## src/rtl/cpu_pkg.sv

```systemverilog
// Shared constants and types for the operand-fetch stage and its register file.
package cpu_pkg;

  localparam int unsigned NREG = 16;
  localparam int unsigned AW   = 4;
  localparam int unsigned DW   = 32;
  localparam int unsigned OPW  = 6;

  typedef logic [AW-1:0] reg_idx_t;
  typedef logic [DW-1:0] word_t;

endpackage

```

## src/rtl/operand_fetch_scoreboard.sv

```systemverilog
// Busy scoreboard: one pending-write bit per register. Lookups are masked by
// the writeback happening this cycle, because that value is bypassed instead.
module scoreboard #(
  parameter int unsigned NREG = cpu_pkg::NREG,
  parameter int unsigned AW   = cpu_pkg::AW
) (
  input  logic          clk,
  input  logic          rst,
  input  logic          set_en,
  input  logic [AW-1:0] set_idx,
  input  logic          clr_en,
  input  logic [AW-1:0] clr_idx,
  input  logic [AW-1:0] src1_idx,
  input  logic [AW-1:0] src2_idx,
  input  logic [AW-1:0] dst_idx,
  output logic          src1_busy,
  output logic          src2_busy,
  output logic          dst_busy
);

  logic [NREG-1:0] busy;
  logic [NREG-1:0] busy_next;

  // Next busy vector: clear applied first so a same-index set wins.
  always_comb begin
    busy_next = busy;
    if (clr_en) busy_next[clr_idx] = 1'b0;
    if (set_en) busy_next[set_idx] = 1'b1;
  end

  // Busy vector register, cleared asynchronously.
  always_ff @(posedge clk or posedge rst) begin
    if (rst) busy <= '0;
    else     busy <= busy_next;
  end

  // Lookups ignore a register whose writeback lands this cycle.
  always_comb begin
    src1_busy = busy[src1_idx] && !(clr_en && (clr_idx == src1_idx));
    src2_busy = busy[src2_idx] && !(clr_en && (clr_idx == src2_idx));
    dst_busy  = busy[dst_idx]  && !(clr_en && (clr_idx == dst_idx));
  end

endmodule

```

## src/rtl/operand_fetch.sv

```systemverilog
// Operand-fetch stage: drives register file reads, bypasses writeback data,
// stalls on RAW/WAW hazards and registers the operand bundle for execute.
module operand_fetch #(
  parameter int unsigned NREG = cpu_pkg::NREG,
  parameter int unsigned AW   = cpu_pkg::AW,
  parameter int unsigned DW   = cpu_pkg::DW,
  parameter int unsigned OPW  = cpu_pkg::OPW
) (
  input  logic           clk,
  input  logic           rst,
  input  logic           in_valid,
  output logic           in_ready,
  input  logic [AW-1:0]  in_rs1,
  input  logic [AW-1:0]  in_rs2,
  input  logic           in_use1,
  input  logic           in_use2,
  input  logic [AW-1:0]  in_rd,
  input  logic           in_wen,
  input  logic [OPW-1:0] in_op,
  input  logic [DW-1:0]  in_imm,
  output logic [AW-1:0]  rf_raddr1,
  output logic [AW-1:0]  rf_raddr2,
  input  logic [DW-1:0]  rf_rdata1,
  input  logic [DW-1:0]  rf_rdata2,
  input  logic           wb_wen,
  input  logic [AW-1:0]  wb_waddr,
  input  logic [DW-1:0]  wb_wdata,
  output logic           out_valid,
  input  logic           out_ready,
  output logic [DW-1:0]  out_a,
  output logic [DW-1:0]  out_b,
  output logic [AW-1:0]  out_rd,
  output logic           out_wen,
  output logic [OPW-1:0] out_op,
  output logic [DW-1:0]  out_imm
);

  logic          src1_busy;
  logic          src2_busy;
  logic          dst_busy;
  logic          src_haz1;
  logic          src_haz2;
  logic          waw;
  logic          space;
  logic          fire;
  logic [DW-1:0] opnd_a;
  logic [DW-1:0] opnd_b;

  assign rf_raddr1 = in_rs1;
  assign rf_raddr2 = in_rs2;

  scoreboard #(
    .NREG (NREG),
    .AW   (AW)
  ) u_scoreboard (
    .clk       (clk),
    .rst       (rst),
    .set_en    (fire && in_wen),
    .set_idx   (in_rd),
    .clr_en    (wb_wen),
    .clr_idx   (wb_waddr),
    .src1_idx  (in_rs1),
    .src2_idx  (in_rs2),
    .dst_idx   (in_rd),
    .src1_busy (src1_busy),
    .src2_busy (src2_busy),
    .dst_busy  (dst_busy)
  );

  // Bypass muxes, hazard detection and handshake.
  always_comb begin
    opnd_a   = (wb_wen && (wb_waddr == in_rs1)) ? wb_wdata : rf_rdata1;
    opnd_b   = (wb_wen && (wb_waddr == in_rs2)) ? wb_wdata : rf_rdata2;
    src_haz1 = in_use1 && src1_busy;
    src_haz2 = in_use2 && src2_busy;
    waw      = in_wen && dst_busy;
    space    = !out_valid || out_ready;
    in_ready = space && !src_haz1 && !src_haz2 && !waw;
    fire     = in_valid && in_ready;
  end

  // Output bundle register; data fields hold when the bundle drains.
  always_ff @(posedge clk or posedge rst) begin
    if (rst) begin
      out_valid <= 1'b0;
      out_a     <= '0;
      out_b     <= '0;
      out_rd    <= '0;
      out_wen   <= 1'b0;
      out_op    <= '0;
      out_imm   <= '0;
    end else if (fire) begin
      out_valid <= 1'b1;
      out_a     <= opnd_a;
      out_b     <= opnd_b;
      out_rd    <= in_rd;
      out_wen   <= in_wen;
      out_op    <= in_op;
      out_imm   <= in_imm;
    end else if (out_ready) begin
      out_valid <= 1'b0;
    end
  end

endmodule

```

## config.mk

```make
export PLATFORM = sky130hd
export DESIGN_NAME = operand_fetch
export DESIGN_NICKNAME = d
export VERILOG_FILES = /design/src/rtl/cpu_pkg.sv /design/src/rtl/operand_fetch_scoreboard.sv /design/src/rtl/operand_fetch.sv
export SDC_FILE = /design/constraint.sdc
export NUM_CORES = 1
export LEC_CHECK = 0
export BUFFER_PORTS_ARGS = -buffer_cell sky130_fd_sc_hd__buf_4
export CORE_ASPECT_RATIO = 0.7
export CORE_MARGIN = 5
export CORE_UTILIZATION = 48
export CTS_CLUSTER_SIZE = 16
export DETAILED_ROUTE_END_ITERATION = 8
export PLACE_DENSITY = 0.81
export SKIP_LAST_GASP = 1
export SLEW_MARGIN = 20
export SYNTH_ARGS = -nofsm -noshare
export SYNTH_HDL_FRONTEND = slang
export SYNTH_SLANG_ARGS = --single-unit
```

## constraint.sdc

```tcl
create_clock -name clk -period 4.9 [get_ports clk]
set_input_delay 0.49 -clock clk [delete_from_list [all_inputs] [get_ports clk]]
set_output_delay 0.49 -clock clk [all_outputs]
set_load 0.05 [all_outputs]
```

## After elaboration in Yosys (flattened, before gate mapping)

Cells that the tools add are included.

| word-level totals | value |
|---|---|
| register bits | 124 |
| word-level logic and storage cells | 61 |
| input port bits | 158 |
| output and inout port bits | 117 |

| cells by class | value |
|---|---|
| reductions and logical operators | 25 |
| muxes and demuxes | 16 |
| order comparisons | 6 |
| equal/unequal tests | 3 |
| bitwise logic cells | 3 |

Operators with widths:

| kind | count |
|---|---|
| 2-to-1 mux 32 bit | 2 |
| 2-to-1 mux 16 bit | 2 |
| less-than comparator 4 x 5 -> 1 bit, second input constant | 4 |
| bitwise AND 16 bit | 1 |
| logical AND 1 bit | 16 |
| NOT 16 bit | 1 |
| OR 16 bit | 1 |
| binary-select mux 1 bit (select 4 bit) | 3 |
| equality test 4 bit | 3 |
| demux 1 bit (select 4 bit) | 2 |
| greater-or-equal comparator 4 x 1 -> 1 bit, second input constant | 2 |
| zero test 1 bit | 7 |
| 2-to-1 mux 1 bit | 7 |
| nonzero test 2 bit | 1 |
| logical OR 1 bit | 1 |

## Logic depth before layout (Yosys ltp)

Gate-level depths: netlist of the first run.

| depth | value |
|---|---|
| depth in word-level cells | 12 |
| depth in mapped cells | 9 |

## Hierarchy

From an unflattened synthesis of the first run, not the netlist that was laid out.

| unflattened totals | value |
|---|---|
| cell total of the unflattened synthesis | 648 |
| area, all modules | 6302.3 sq um |

By module, submodules not included:

| module | instances | cells each | area an instance (sq um) | seq. area each (sq um) |
|---|---|---|---|---|
| operand_fetch | 1 | 537 | 5038.6 | 2702.6 |
| scoreboard | 1 | 111 | 1263.7 | 400.4 |

## Least setup slack after synthesis of the first run

OpenSTA, ideal clock, no wires.

| timing | value |
|---|---|
| path type | input -> output |
| start point | input in_rd[0] |
| end point | output in_ready |
| path slack | 1914 ps |
| buffers on the path | 3 |
| data arrival time | 2496 ps |
| stages | 9 |
| path through | buf_2 mux4_2 mux2i_1 mux2i_1 a32o_2 a311o_1 buf_6 buf_8 inv_1 |

| between the ends | value |
|---|---|
| longest elaborated chain between the ends | 7 |
| elaborated cells on any way between the ends | 9 |
| those cells by class | 1 x eq/ne; 2 x mux; 6 x reduce/logical |

Ends and longest elaborated chain:

| what | line | source |
|---|---|---|
| start, declared | operand_fetch.sv:17 | `input logic [AW-1:0] in_rd,` |
| branches (longest 3 deep; another with binary-select mux 1 bit (select 4 bit)) | - |  |
| logical AND 1 bit (*) | operand_fetch_scoreboard.sv:41 | `dst_busy = busy[dst_idx] && !(clr_en && (clr_idx == dst_idx));` |
| logical AND 1 bit (*) | operand_fetch.sv:76 | `waw = in_wen && dst_busy;` |
| zero test 1 bit (*) | operand_fetch.sv:78 | `in_ready = space && !src_haz1 && !src_haz2 && !waw;` |
| logical AND 1 bit (*) | operand_fetch.sv:78 |  |
| end, declared | operand_fetch.sv:12 | `output logic in_ready,` |

Every way passes the cells marked *. The select of a mux whose other input is x is not followed.

## Worst setup path after layout of the first run

| timing | value |
|---|---|
| start point | register u_scoreboard.busy[3] |
| end point | output in_ready |

| between the ends | value |
|---|---|
| longest elaborated chain between the ends | 8 |
| elaborated cells on any way between the ends | 18 |
| those cells by class | 6 x mux; 12 x reduce/logical |

Ends and longest elaborated chain:

| what | line | source |
|---|---|---|
| start, declared | operand_fetch_scoreboard.sv:21 | `logic [NREG-1:0] busy;` |
| start signal, assigned | operand_fetch_scoreboard.sv:34 | `else busy <= busy_next;` |
| binary-select mux 1 bit (select 4 bit) | operand_fetch_scoreboard.sv:39 | `src1_busy = busy[src1_idx] && !(clr_en && (clr_idx == src1_idx));` |
| 2-to-1 mux 1 bit (implied by the code) | operand_fetch_scoreboard.sv:39 |  |
| logical AND 1 bit | operand_fetch_scoreboard.sv:39 |  |
| logical AND 1 bit | operand_fetch.sv:74 | `src_haz1 = in_use1 && src1_busy;` |
| zero test 1 bit | operand_fetch.sv:78 |  |
| logical AND 1 bit (2 in a row) | operand_fetch.sv:78 |  |
| logical AND 1 bit (*) | operand_fetch.sv:78 |  |

Mark *: on every way between the ends. The rest lies on a longest branch, timed or not. The select of a mux whose other input is x is not followed.

==> results.json, run 1 <==
{
  "wl_per_cell_um": 20.70,
  "crit_path_frequent_cell": "mux2i_1",
  "postCtsHoldBufs": 0,
  "setup_viol": 0,
  "route.met3.wl_mm": 1.804,
  "drc": 0,
  "cpLargestDelayFamily": "compound AO/OA/AOI/OAI gates",
  "drt_iter0_drc": 270,
  "numCtsBuffers": 17,
  "worst_slew_pin_slew_ps": 1016,
  "wl_mm": 17.93,
  "fin_skew_ps": 10.24,
  "hold_ws_ps": 277.3,
  "fmax_ghz": 0.3083,
  "met2_length_mm": 8.637,
  "cts_root_buffer": "clkbuf_16",
  "finalCritPeriodShare": 0.6619,
  "vias": 4736,
  "cp-start-kind": "register",
  "place_area_sq_um": 8228,
  "cts.repair.resized": 0,
  "ys_ff_latch": 124,
  "drive_above_1_share": 0.7074,
  "crit_path_max_fanout": 17,
  "p_leak_nw": 4.079,
  "cts.sinks": 124,
  "drt-met1-wl_mm": 7.198,
  "synth_area_sq_um": 6173,
  "coreArea_sq_um": 12510,
  "setup_tns_ps": 0,
  "cpPeakStageDelay_ps": 530,
  "drt-pass1-iter-count": 5,
  "synth_top_area_share": 0.5026,
  "maxSlewViolCount": 0,
  "numPortBuffers": 274,
  "worst_slack_ps": 1657,
  "mostFrequentLayoutCells": "buf_4, mux2_2, dfrtp_1, o21ai_0, clkbuf_16",
  "min_period_ps": 3243,
  "io_pins": 275,
  "ant_nets": 0,
  "grt_max_degree": 83,
  "arrival_ps": 2750,
  "diodes": 0,
  "max-cap-violations": 0,
  "status": "completed",
  "yosysTopAreaCell": "dfrtp_1",
  "syn_area_per_cell_sq_um": 14.32,
  "ir_drop_v": 0.0004247,
  "grt_usage": 0.2373,
  "synthCells": 431,
  "final_design_area_no_fill_sq_um": 8813,
  "critPathRequiredTime_ps": 4410,
  "antenna_found_initial": 0,
  "cp.depth": 7,
  "synth.net_count": 589,
  "fin_util": 0.7047,
  "die_w_um": 145.6,
  "critPathSlowestCell": "mux4_1",
  "hp-class": "primary input to async pin",
  "clk_latency_ps": 400,
  "clockBufferDepth": 2,
  "cts_tree": "built",
  "die_area_sq_um": 15270,
  "first_global_vias": 5220,
  "post-cts-setup-buffers": 0,
  "p_per_area_nw_per_um2": 636.9,
  "rows": 34,
  "clk_pin_slew_worst_paths_ps": 60,
  "mostFrequentLayoutCell": "buf_4",
  "ctsHtreeMaxLevel": 4,
  "crit_path_end_kind": "output pin",
  "syn2layout_area_growth_pct": 42.76,
  "crit_type": "register to output pin",
  "dp_hpwl_mm": 13.57,
  "place_ws_ps": 1665,
  "r2r_cells": 7,
  "gp_congestion": 0.9106,
  "seq_area_frac_synth": 0.5026,
  "synth_warnings": 0,
  "synthTopCellsByArea": "dfrtp_1, mux2_2, mux4_2",
  "viasPerCell": 5.469,
  "final_nets": 849,
  "rsz0062_at_grt": "false",
  "finalHoldViolations": 0,
  "cp_num_buf_inv": 2,
  "grt_pass1_wl_mm": 29.10,
  "overflow": 0,
  "ys_types": 32,
  "die_h_um": 104.9,
  "relSlewSlack": 0.3225,
  "crit_chain": "mux4_1, mux2i_1, mux2i_1, a32o_2, a311o_1, inv_1, buf_4",
  "top_layer_used": "met4",
  "start_util": 0.4936
}
==> power breakdown <==
part	total (W)	internal, W	leakage [nW]	switching, W
clock	0.00123	0.000766	0.284	0.000460
sequential	0.00166	0.00141	1.47	0.000248
combinational	0.00273	0.000956	2.33	0.00177
==> synthesized netlist by cell type, drive strengths merged <==
cell    instances
o22ai           1
nor3            3
buf            24
mux2i           9
mux4           12
or2             1
xnor2           3
o21ai          17
a311o           1
mux2          171
o31ai          16
or3             1
nand2b          2
inv             4
a31o            1
xor2            9
bufbuf          1
dfrtp         124
or3b            2
a32o            1
clkbuf         13
nand3b          6
a31oi           1
nor2            2
nand3           5
nand2           1
==> cells by family (layout without fill, tap and decap cells) <==
| kind of cell | Yosys count | count (layout) | synth area share |
|---|---|---|---|
| AO/OA/AOI/OAI | 38 | 38 | 0.04013 |
| XOR/XNOR | 12 | 12 | 0.01703 |
| buffers and inverters | 42 | 315 | 0.04377 |
| flip-flops | 124 | 124 | 0.5026 |
| multiplexers | 192 | 192 | 0.3727 |
| AND/OR/NAND/NOR | 23 | 23 | 0.02371 |
==> worst register-to-register path, stage by stage (launching register included) <==
cell,delay (ps)
dfrtp_1,440
mux4_1,530
mux2i_1,140
mux2i_1,100
a32o_2,300
nor2_4,110
buf_4,780
mux2_2,470
==> through the flow <==
step           cells  power, W
6_report         866  0.005613
5_1_grt          866  0.005851
4_1_cts          866  0.005669
3_5_place_dp     834  0.004414
3_3_place_gp     834  0.004347
2_1_floorplan    431  0.003517
==> metal layers <==
layer	vias up	global-route usage
met3	34	0.08438
met1	2328	0.3040
li1	2118	-
met4	0	0.06791
met2	256	0.3845
met5	-	0
==> final timing paths <==
kind / startpoint / endpoint / slack (ps)
setup / recovery: u_scoreboard.busy[3]$_DFF_PP0_ / in_ready / 1660
hold / removal: rst / out_b[25]$_DFFE_PP0P_ / 280
setup reg to reg: u_scoreboard.busy[3]$_DFF_PP0_ / out_imm[14]$_DFFE_PP0P_ / 1910
hold reg to reg: out_rd[3]$_DFFE_PP0P_ / out_rd[3]$_DFFE_PP0P_ / 510
max in group asynchronous: rst / out_imm[8]$_DFFE_PP0P_ / 3380
min in group clk: out_ready / out_valid$_DFFE_PP0P_ / 320
==> state kept, by name, indices dropped and copies added, names as in the netlist <==
signal             count
out_imm               32
out_a                 32
out_op                 6
out_valid              1
out_wen                1
out_rd                 4
out_b                 32
u_scoreboard.busy     16
==> area by class of cell <==
class	count	area (sq um)
repair buffers	279	2095
fillers	913	3694
flip-flops and latches	124	3103
multi-input cells	265	2810
clock inverters	13	142.6
inverters	4	17.52
well taps	162	202.7
clock buffers	19	442.9
(Power assumes the default switching activity.)
==> inputs of run 2 (changes only) <==
--- a/config.mk
+++ b/config.mk
@@ -8,10 +8,10 @@
 export BUFFER_PORTS_ARGS = -buffer_cell sky130_fd_sc_hd__buf_4
 export CORE_ASPECT_RATIO = 0.7
 export CORE_MARGIN = 5
-export CORE_UTILIZATION = 48
+export CORE_UTILIZATION = 43
 export CTS_CLUSTER_SIZE = 16
 export DETAILED_ROUTE_END_ITERATION = 8
-export PLACE_DENSITY = 0.81
+export PLACE_DENSITY = 0.77
 export SKIP_LAST_GASP = 1
 export SLEW_MARGIN = 20
 export SYNTH_ARGS = -nofsm -noshare
==> constraint.sdc (replaced) <==
create_clock -name clk -period 2.9 [get_ports clk]
set_input_delay 0.29 -clock clk [delete_from_list [all_inputs] [get_ports clk]]
set_output_delay 0.29 -clock clk [all_outputs]
set_load 0.05 [all_outputs]
==> results.json, run 2 (same netlist as run 1, synthesis figures left out) <==
{
  "cp-start-kind": "register",
  "die_w_um": 153.2,
  "finalHoldViolations": 0,
  "clk_latency_ps": 410,
  "clockBufferDepth": 2,
  "overflow": 0,
  "dp_hpwl_mm": 13.60,
  "arrival_ps": 2520,
  "rows": 36,
  "final_design_area_no_fill_sq_um": 8899,
  "drt_iter0_drc": 285,
  "p_per_area_nw_per_um2": 1064,
  "vias": 4680,
  "cp_num_buf_inv": 2,
  "ctsHtreeMaxLevel": 4,
  "crit_path_end_kind": "output pin",
  "cp.depth": 7,
  "crit_path_frequent_cell": "mux2i_1",
  "first_global_vias": 5129,
  "grt_max_degree": 66,
  "die_area_sq_um": 16890,
  "finalCritPeriodShare": 0.9698,
  "finalNonFillerCells": 897,
  "setup_tns_ps": 0,
  "maxSlewViolCount": 0,
  "ir_drop_v": 0.0006943,
  "syn2layout_area_growth_pct": 44.14,
  "crit_chain": "mux4_2, mux2i_1, mux2i_1, a32o_2, a311o_2, inv_1, buf_6",
  "dp_cells": 864,
  "clk_pin_slew_worst_paths_ps": 60,
  "top_regs": "out_a: 32 flops, out_b: 32 flops, out_imm: 32 flops",
  "crit_end": "in_ready",
  "numCtsBuffers": 17,
  "start_util": 0.4407,
  "critPathSlowestCell": "mux4_2",
  "relSlewSlack": 0.6582,
  "r2r-end": "out_a[9]$_DFFE_PP0P_",
  "die_h_um": 110.3,
  "cpLargestDelayFamily": "multiplexers",
  "drc": 0,
  "grt_usage": 0.2083,
  "coreArea_sq_um": 14010,
  "r2r_slack_ps": 240,
  "r2r_cells": 8,
  "cts.sinks": 124,
  "io_pins": 275,
  "mostFrequentLayoutCells": "buf_4, mux2_2, dfrtp_1, o21ai_0, clkbuf_16",
  "final_nets": 854,
  "ant_nets": 0,
  "wl_mm": 17.90,
  "drt-pass1-iter-count": 4,
  "cts_root_buffer": "clkbuf_16",
  "rsz0062_at_grt": "false",
  "gp_congestion": 0.9549,
  "max-cap-violations": 0,
  "critPathRequiredTime_ps": 2610,
  "cpPeakStageDelay_ps": 490,
  "fmax_ghz": 0.3556,
  "numPortBuffers": 274,
  "worst_slew_pin_slew_ps": 511.7,
  "crit_path_max_fanout": 4,
  "place_area_sq_um": 8317,
  "antenna_found_initial": 0,
  "crit_path_start": "u_scoreboard.busy[10]$_DFF_PP0_",
  "r2r-start": "u_scoreboard.busy[15]$_DFF_PP0_",
  "hp-class": "primary input to register",
  "crit_type": "register to output pin",
  "setup_viol": 0,
  "viasPerCell": 5.217,
  "fin_skew_ps": 10.67,
  "grt_pass1_wl_mm": 27.60,
  "p_leak_nw": 4.089,
  "cts_tree": "built",
  "mostFrequentLayoutCell": "buf_4",
  "diodes": 0,
  "wl_per_cell_um": 19.95,
  "status": "completed",
  "min_period_ps": 2812,
  "drive_above_1_share": 0.7115
}
## run 2: cell types whose count changed in the layout (fill, tap and decap cells not counted), moves of 2 or more
cell	delta
mux4_1	-3
inv_6	-2
buf_12	+3
clkinv_4	-3
clkbuf_8	+4
mux4_2	+3
## run 2: worst min-delay path by stage
stage	start	to	slack (ps)	depth (start not counted)
floorplan	out_ready	out_valid$_DFFE_PP0P_	400	1
global placement	rst	out_b[3]$_DFFE_PP0P_	350	2
detailed placement	rst	out_b[3]$_DFFE_PP0P_	360	2
CTS	out_ready	out_valid$_DFFE_PP0P_	70	2
global route	out_ready	out_valid$_DFFE_PP0P_	90	2
finish	out_ready	out_valid$_DFFE_PP0P_	90	2
## run 2: worst register-to-register path, stage by stage (launching register included)
cell	delay (ps)
dfrtp_1	430
buf_4	160
mux4_2	450
mux2i_1	160
mux2i_1	140
a31o_2	290
nor2_4	150
buf_12	300
mux2_2	470
## run 2: cell type report
| type | count | area (sq um) |
|---|---|---|
| Clock buffer | 24 | 501.7 |
| Clock inverter | 6 | 61.31 |
| Fill cell | 1056 | 5110 |
| Inverter | 4 | 18.77 |
| Multi-Input combinational cell | 265 | 2800 |
| Sequential cell | 124 | 3103 |
| Tap cell | 190 | 237.7 |
| Timing Repair Buffer | 284 | 2176 |
## run 2: repair_timing
action | in CTS | in global routing
endpoints found under the setup margin | 1 | 1
endpoints found under the hold margin | 21 | 0
pin swaps | 1 | 1
gates resized for setup | 2 | 3
hold buffers | 1 | 0
setup buffers | 1 | 1
## run 2: power by group
part           switching [W]  internal [W]  total (W)
Sequential          0.000416       0.00238    0.00280
Clock               0.000731       0.00128    0.00201
Combinational        0.00301       0.00165    0.00466
Total                0.00416       0.00531    0.00947
## run 2: metal layers
metal	up-vias	part of all wire	track usage
met5	-	0	0
met4	0	0.018	0.08074
met3	25	0.11	0.08115
met2	247	0.47	0.3383
met1	2293	0.40	0.2541
li1	2115	-	-
## run 2: through the flow
step	hold WS, ps	util	total power [W]	worst slack (ps)
finish	92.28	0.6352	0.009471	87.63
global route	90.06	0.6352	0.009877	6.706
CTS	70.35	0.6355	0.009552	13.83
detailed placement	363.8	0.5937	0.007492	246.1
global placement	351.4	0.5937	0.007401	360.2
floorplan	400.2	-	0.005944	314.2
==> inputs of run 3 (changes only) <==
--- a/config.mk
+++ b/config.mk
@@ -12,6 +12,7 @@
 export CTS_CLUSTER_SIZE = 16
 export DETAILED_ROUTE_END_ITERATION = 8
 export PLACE_DENSITY = 0.77
+export SETUP_SLACK_MARGIN = 0.4
 export SKIP_LAST_GASP = 1
 export SLEW_MARGIN = 20
 export SYNTH_ARGS = -nofsm -noshare
==> results.json, run 3 (same netlist as run 1, synthesis figures left out) <==
{
  "status": "completed",
  "cts_tree": "built",
  "setup_viol": 0,
  "drc": 0,
  "mostFrequentLayoutCell": "buf_4",
  "crit_path_end_kind": "register",
  "die_w_um": 153.2,
  "multiInputGateArea_sq_um": 3197,
  "vias": 5071,
  "grt_max_degree": 59,
  "setup_tns_ps": 0,
  "cp_num_buf_inv": 6,
  "worst_slack_ps": 94.11,
  "worst_slew_pin_slew_ps": 728.3,
  "viasPerCell": 5.378,
  "clk_latency_ps": 410,
  "mostFrequentLayoutCells": "buf_4, dfrtp_1, mux2_4, mux2_2, clkbuf_16",
  "finalCritPeriodShare": 0.9675,
  "rsz0062_at_grt": "true",
  "crit_path_frequent_cell": "buf_6",
  "numPortBuffers": 274,
  "min_period_ps": 2806,
  "drive_above_1_share": 0.7450,
  "critPathRequiredTime_ps": 3200,
  "dp_hpwl_mm": 13.56,
  "ant_nets": 0,
  "wl_mm": 21.98,
  "p_per_area_nw_per_um2": 1054,
  "fin_skew_ps": 5.392,
  "top_regs": "out_a: 32 flops, out_b: 32 flops, out_imm: 32 flops",
  "cpPeakStageDelay_ps": 490,
  "place_ws_ps": 236.1,
  "finalHoldViolations": 0,
  "cts.sinks": 124,
  "ctsHtreeMaxLevel": 4,
  "drt-pass1-iter-count": 5,
  "hp-class": "primary input to register",
  "crit_path_max_fanout": 5,
  "die_h_um": 110.3,
  "rows": 36,
  "cp-start-kind": "register",
  "cts_root_buffer": "clkbuf_16",
  "fmax_ghz": 0.3564,
  "cpLargestDelayFamily": "multiplexers",
  "final_nets": 898,
  "maxSlewViolCount": 0,
  "relSlewSlack": 0.5145,
  "wl_per_cell_um": 23.31,
  "crit_chain": "mux4_2, mux2i_1, mux2i_1, a32o_2, buf_6, nor2_4, buf_12, buf_6, buf_6, buf_12, buf_16, mux2_2",
  "p_leak_nw": 4.881,
  "overflow": 0,
  "crit_type": "register to register",
  "diodes": 0,
  "syn2layout_area_growth_pct": 66.05,
  "die_area_sq_um": 16890,
  "start_util": 0.4407,
  "numCtsBuffers": 17,
  "io_pins": 275,
  "clockBufferDepth": 2,
  "fillers": 867,
  "arrival_ps": 3100,
  "grt_usage": 0.2390,
  "coreArea_sq_um": 14010,
  "grt_pass1_wl_mm": 30.58,
  "antenna_found_initial": 0,
  "ir_drop_v": 0.0007355,
  "drt_iter0_drc": 266,
  "first_global_vias": 5345,
  "max-cap-violations": 0,
  "register_area_sq_um": 3107,
  "clk_pin_slew_worst_paths_ps": 60,
  "critPathSlowestCell": "mux4_2",
  "gp_congestion": 0.9070
}
## run 3: cell types whose count changed in the layout (fill, tap and decap cells not counted), moves of 3 or more
cell,previous run,this run
mux2_2,171,77
mux2_4,0,94
buf_16,0,16
buf_12,3,13
buf_6,1,10
o31ai_1,16,8
o31ai_2,0,7
buf_8,0,4
clkbuf_16,17,21
clkbuf_8,5,2
clkinvlp_4,2,5
dfrtp_1,124,121
dfrtp_2,0,3
## run 3: where the power goes
group          switching (W)  internal [W]
Sequential          0.000482       0.00238
Clock               0.000777       0.00139
Combinational        0.00332       0.00245
## run 3: layout make-up
cell class                      instances  share of cell area
Clock buffer                           21             0.04492
Timing Repair Buffer                  328              0.3010
Clock inverter                         11             0.01379
Inverter                                4            0.002197
Tap cell                              190             0.02319
Sequential cell                       124              0.3031
Multi-Input combinational cell        265              0.3119
## run 3: metrics by stage
step | util | std cells | hold slack (ps) | total power, W | instance area (sq um)
2_1_floorplan | - | 431 | 400.2 | 0.005948 | 6181
3_3_place_gp | 0.5936 | 865 | 259.3 | 0.007384 | 8315
3_5_place_dp | 0.5936 | 865 | 278.6 | 0.007491 | 8315
4_1_cts | 0.6942 | 931 | 82.06 | 0.01034 | 9724
5_1_grt | 0.7318 | 943 | 88.93 | 0.01118 | 10250
6_report | 0.7318 | 943 | 109.7 | 0.01081 | 10250
## run 3: final timing paths
kind	startpoint	endpoint	slack [ps]	cells past startpoint
setup / recovery	u_scoreboard.busy[14]$_DFF_PP0_	out_imm[13]$_DFFE_PP0P_	90	12
hold / removal	in_imm[24]	out_imm[24]$_DFFE_PP0P_	110	2
setup reg to reg	u_scoreboard.busy[14]$_DFF_PP0_	out_imm[13]$_DFFE_PP0P_	90	12
hold reg to reg	out_imm[22]$_DFFE_PP0P_	out_imm[22]$_DFFE_PP0P_	510	1
max in group asynchronous	rst	out_a[4]$_DFFE_PP0P_	1480	4
min in group asynchronous	rst	out_a[3]$_DFFE_PP0P_	410	3
## run 3: timing repair
action / CTS / global route
gates cloned: 15 / 5
buffers inserted: 18 / 7
endpoints found under the hold margin: 10 / 0
hold buffers: 1 / 0
setup endpoints to repair: 83 / 121
resized for setup: 53 / 93
pin swaps: 4 / 3
## run 3: per-layer routing
layer  part of all wire  track usage  up-vias
met5                  0            0        -
met1               0.40       0.2984     2562
li1                   -            -     2214
met4              0.012      0.07947        0
met2               0.49       0.3882      272
met3              0.097      0.09052       23
